$ cat config.mk
export PLATFORM = sky130hd
export DESIGN_NAME = bbox_draw
export DESIGN_NICKNAME = d
export VERILOG_FILES = /design/src/rtl/bbox_draw.sv
export SDC_FILE = /design/constraint.sdc
export NUM_CORES = 1
export LEC_CHECK = 0
export BUFFER_PORTS_ARGS = -buffer_cell sky130_fd_sc_hd__buf_2
export CAP_MARGIN = 30
export CORE_ASPECT_RATIO = 1.25
export CORE_MARGIN = 1
export CORE_UTILIZATION = 56
export DETAILED_ROUTE_END_ITERATION = 16
export GPL_TIMING_DRIVEN = 0
export PLACE_DENSITY = 0.89
export REMOVE_ABC_BUFFERS = 1
export SYNTH_ARGS = -nofsm -noshare
export SYNTH_HDL_FRONTEND = slang
export SYNTH_SLANG_ARGS = --single-unit
export TNS_END_PERCENT = 20
$ cat constraint.sdc
create_clock -name clk -period 3.65 [get_ports clk]
set_input_delay 0.73 -clock clk [delete_from_list [all_inputs] [get_ports clk]]
set_output_delay 0.73 -clock clk [all_outputs]
set_load 0.02 [all_outputs]
$ cat src/rtl/bbox_draw.sv
// bbox_draw: draws the outline of a clamped axis-aligned box into pixel memory,
// one pixel per cycle, with an en/rdy start handshake and a done pulse.
module bbox_draw #(
  parameter int         WIDTH  = 100,
  parameter int         HEIGHT = 100,
  parameter int         ADDR_W = 14,
  parameter logic [7:0] COLOUR = 8'hFF
) (
  input  logic              clk,
  input  logic              rst_n,
  input  logic              en,
  input  logic [10:0]       xMin,
  input  logic [10:0]       xMax,
  input  logic [10:0]       yMin,
  input  logic [10:0]       yMax,
  output logic              rdy,
  output logic [ADDR_W-1:0] addr,
  output logic [7:0]        wrdata,
  output logic              wren,
  output logic              done,
  output logic              err
);
  typedef enum logic [2:0] {IDLE, TOP, BOTTOM, LEFT, RIGHT, DONE} state_t;
  localparam logic [10:0]       X_LIM = 11'(WIDTH - 1);
  localparam logic [10:0]       Y_LIM = 11'(HEIGHT - 1);
  localparam logic [ADDR_W-1:0] STEP  = ADDR_W'(WIDTH);
  state_t            r_state;
  logic [10:0]       r_x0, r_x1, r_y0, r_y1, r_x, r_y;
  logic [ADDR_W-1:0] r_top, r_bot;
  logic [10:0]       w_x0, w_x1, w_y0, w_y1;
  logic [ADDR_W-1:0] w_top, w_bot;
  logic              w_ok;

  // y*WIDTH as a shift-and-add over the bits of y, so no multiplier is built
  function automatic logic [ADDR_W-1:0] row_base(input logic [10:0] y);
    logic [ADDR_W-1:0] acc;
    acc = '0;
    for (int i = 0; i < 11; i++) acc = acc + (y[i] ? STEP << i : '0);
    return acc;
  endfunction

  always_comb begin
    w_x0  = xMin > X_LIM ? X_LIM : xMin;
    w_x1  = xMax > X_LIM ? X_LIM : xMax;
    w_y0  = yMin > Y_LIM ? Y_LIM : yMin;
    w_y1  = yMax > Y_LIM ? Y_LIM : yMax;
    w_ok  = (w_x0 <= w_x1) && (w_y0 <= w_y1);
    w_top = row_base(w_y0);
    w_bot = row_base(w_y1);
  end

  always_ff @(posedge clk or negedge rst_n) begin
    if (!rst_n) begin
      r_state <= IDLE;
      rdy     <= 1'b1;
      addr    <= '0;
      wrdata  <= '0;
      wren    <= 1'b0;
      done    <= 1'b0;
      err     <= 1'b0;
      r_x0    <= '0;
      r_x1    <= '0;
      r_y0    <= '0;
      r_y1    <= '0;
      r_x     <= '0;
      r_y     <= '0;
      r_top   <= '0;
      r_bot   <= '0;
    end else begin
      done <= 1'b0;
      case (r_state)
        IDLE: if (en) begin
          rdy   <= 1'b0;
          err   <= !w_ok;
          r_x0  <= w_x0;
          r_x1  <= w_x1;
          r_y0  <= w_y0;
          r_y1  <= w_y1;
          r_x   <= w_x0;
          r_top <= w_top;
          r_bot <= w_bot;
          if (w_ok) begin
            r_state <= TOP;
            wren    <= 1'b1;
            wrdata  <= COLOUR;
            addr    <= w_top + ADDR_W'(w_x0);
          end else begin
            r_state <= DONE;
            done    <= 1'b1;
          end
        end
        TOP, BOTTOM: begin
          if (r_x < r_x1) begin
            r_x  <= r_x + 11'd1;
            addr <= addr + 1'b1;
          end else if (r_state == TOP && r_y1 != r_y0) begin
            r_state <= BOTTOM;
            r_x     <= r_x0;
            addr    <= r_bot + ADDR_W'(r_x0);
          end else if (r_y1 - r_y0 >= 11'd2) begin
            r_state <= LEFT;
            r_y     <= r_y0 + 11'd1;
            addr    <= r_top + STEP + ADDR_W'(r_x0);
          end else begin
            r_state <= DONE;
            wren    <= 1'b0;
            done    <= 1'b1;
          end
        end
        LEFT, RIGHT: begin
          // columns stop one row short of yMax: the corners belong to the rows
          if (r_y + 11'd1 < r_y1) begin
            r_y  <= r_y + 11'd1;
            addr <= addr + STEP;
          end else if (r_state == LEFT && r_x1 != r_x0) begin
            r_state <= RIGHT;
            r_y     <= r_y0 + 11'd1;
            addr    <= r_top + STEP + ADDR_W'(r_x1);
          end else begin
            r_state <= DONE;
            wren    <= 1'b0;
            done    <= 1'b1;
          end
        end
        DONE: begin
          r_state <= IDLE;
          rdy     <= 1'b1;
        end
        default: r_state <= IDLE;
      endcase
    end
  end
endmodule

==> key figures <==
Route
  – Top sig layer: met4
  – Vias: 10330
  – Routed len/inst: 21.65 um
  – Antenna-violating nets left: 0
  – Routed met2 length: 15590 um
  – Iteration-0 DRC Markers: 1315
  – DR vias/cell: 6.685
  – M1 wire length: 11590 um
  – Met3 WL: 3384 um
  – Post-route DRC violation count: 0
  – Drt pass-1 iters: 6
  – Final WL: 33450 um

Timing
  – Final Hold Violating Endpoints: 0
  – Final slew viol count: 0
  – Setup-failing EPs final: 19
  – Final clock skew: 0.009712 ns
  – Unrepaired setup endpoints after global routing: true
  – Fmax: 244.5 MHz
  – Fin worst setup slack: -0.4399 ns
  – Min Tclk post-route: 4.090 ns
  – Period utilisation layout: 1.121
  – Slew margin rel.: 0.3725
  – Worst-Margin Slew: 0.9412 ns

CTS
  – Clk buf depth: 2
  – Cts hold-fix bufs: 0
  – Worst skew pair latency: 0.37 ns
  – Clk root buf: clkbuf_16
  – CTS Buf Count: 9
  – Clock sinks: 106
  – Worst-path clk slew: 0.08 ns
  – H-tree levels: 3
  – TritonCTS clock tree: built

Global routing
  – Grt total ovfl: 0
  – Initial antenna violation count: 0
  – First-pass GRT wire length: 47330 um
  – Total GRT Usage: 0.3333
  – Largest net degree at the start of global routing: 57
  – Vias in the first global route: 9596

Die
  – Chip Width: 120.6 um
  – Ports: 73
  – Vert. Die Dim: 150.2 um
  – Die Area: 18110 sq um
  – Initial Util: 0.5797
  – Row count: 53
  – Core area: 16980 sq um

Critical path
  – Crit path max fanout: 4
  – Worst flop-to-flop path startpoint: r_y0[3]
  – FF-to-FF End: addr[12]
  – Data required time at the worst endpoint: 3.88 ns
  – Worst setup EP type: flop
  – Worst setup SP type: input port
  – Worst-case reg-to-reg path depth: 19
  – Setup slack, reg-to-reg: -0.36 ns
  – Worst Setup Path Type: in2reg
  – CP Data Arrival Time: 4.32 ns

Yosys
  – Distinct cells, synth: 76
  – Number of flops mapped to enable cells by yosys: 0
  – Post-synthesis sequential area ratio: 0.2696
  – Yosys reg bits: 106
  – Asr flop ratio synth: 1.000
  – Ys flop type: dfrtp_1
  – Yosys top cell by area: dfrtp_1
  – Yosys warning total: 0
  – Yosys top cell area share: 0.2670
  – Post-Syn Area per Cell: 8.107 sq um
  – Synth area leaders: dfrtp_1 (27%), ha_1 (13%), xnor2_1 (6.6%)
  – Synth Cell Area: 9842 sq um
  – Post-Synthesis Cells: 1214

Cells and area
  – Most common cell after layout, fill and taps aside: nand2_1
  – Share of cells above drive strength 1: 0.1872
  – Fin cells: 1545
  – Filler cell count: 1155
  – Sequential cell area: 2658 sq um
  – Fin nets: 1485
  – Multi-input logic area: 7381 sq um
  – Area Overhead vs Synth: 20.12%
  – Commonest cells after routing, fill and taps aside: nand2_1 (146), nor2_1 (109), dfrtp_1 (102), ha_1 (83), a21oi_1 (74)
  – ANT cells: 0

Pwr
  – PwrDens: 920.7 nW/um^2
  – Net Sw Power: 5.700 mW
  – Sequential fraction of design power: 0.202
  – Int Power: 5.185 mW
  – Peak VDD IR: 595.6 uV
  – Sw Share: 0.5236
  – Logic pwr share: 0.694
  – Clock Power Share: 0.104
  – P_leak: 5.340 nW

Place
  – Pre-CTS setup slack: -1.984 ns
  – Placed insts: 1489
  – Number of port buffers: 72
  – RePlAce Congestion: 0.9175
  – Final HPWL DP: 20390 um

Flow run
  – Max Cap Viol: 0

Hold path
  – Worst hold-check path type: in2async

Status
  – Failing checks: negative setup slack
  – Status: complete, but fails checks
[state kept, by name (all words and copies together), names as in the netlist]
name and count:
addr 14, done 1, err 1, r_bot 9, r_state 3, r_top 9
r_x 11, r_x0 11, r_x1 11, r_y 11, r_y0 11, r_y1 11
rdy 1, wrdata 1, wren 1
[cells in the mapped netlist, types with 21 or more instances]
library cell	count
inv_1	75
nand2_1	151
nand3_1	35
o21ai_1	26
o21ai_0	69
ha_1	100
xnor2_1	74
xor2_1	35
clkbuf_1	41
dfrtp_1	105
a21oi_1	85
nor2_1	115
a21o_1	21
[per-stage QoR]
step	utilization	instance area, sq um	hold WS [ns]	power [mW]	setup TNS, ns
global placement	0.6093	10340	0.4615	7.678	-42.47
detailed placement	0.6177	10490	0.4845	8.069	-38.77
global route	0.6964	11820	0.4540	11.39	-5.283
CTS	0.6689	11350	0.4249	9.801	-1.370
floorplan	-	9708	0.4344	6.333	-9.349
finish	0.6964	11820	0.3999	10.89	-3.615
[logic make-up (layout without fill, tap and decap cells)]
logic type,count (synthesis),after routing,share of synthesized area
buffers and inverters,131,213,0.05403
DFF,106,106,0.2696
and+or+nand+nor,418,418,0.1960
AOI/OAI and AO/OA,312,313,0.1990
muxes,17,17,0.01882
other,2,30,0.0007631
xor gates and xnor gates,109,109,0.09700
adders and majority gates,119,119,0.1648
[power groups by stage]
stage	Combinational, mW	Sequential (mW)	Clock [mW]
after floorplan	4.18	2.15	0
after global routing	7.99	2.23	1.17
after detailed placement	5.92	2.15	0
after global placement	5.55	2.13	0
after CTS	6.54	2.14	1.12
final	7.56	2.20	1.13
[cell type report]
cell class / instances / area share
Clock inverter: 6 / 0.008255
Multi-Input combinational cell: 1006 / 0.6243
Clock buffer: 10 / 0.02021
Sequential cell: 106 / 0.2248
Timing Repair Buffer: 119 / 0.07398
Tap cell: 220 / 0.02328
Inverter: 78 / 0.02519
[repair_timing]
item	CTS	global route
resized for setup	67	78
gates cloned	1	1
buffers inserted	29	15
pin swaps	42	31
endpoints found under the setup margin	41	33
[layer usage]
layer  vias to the layer above  GRT usage
met5                         -          0
met4                         0     0.2593
met3                       257    0.06023
met2                       806     0.5612
met1                      4830     0.3734
li1                       4436          -
[critical path, stage by stage]
cell	delay, ns
buf_6	0.10
nor4_4	0.28
buf_4	0.19
o21ai_4	0.08
or2_4	0.25
fa_1	0.51
ha_4	0.20
fa_2	0.35
a21o_1	0.18
a21oi_2	0.21
xnor2_2	0.18
ha_4	0.19
nand2_4	0.04
o211ai_1	0.30
nand3b_1	0.16
xor2_1	0.18
nand2_1	0.09
a41oi_2	0.10
[worst max path at each step]
stage               endpoint  startpoint  slack, ns  cells past startpoint
floorplan           addr[13]     yMin[8]      -0.90                     16
global placement     addr[6]     yMin[8]      -2.07                     12
detailed placement  addr[11]     yMin[8]      -1.98                     16
CTS                 addr[11]    yMin[10]      -0.33                     17
global route        addr[13]     yMin[8]      -0.52                     18
finish              addr[13]     yMin[8]      -0.44                     18
Power figures use the tool's default switching activity.
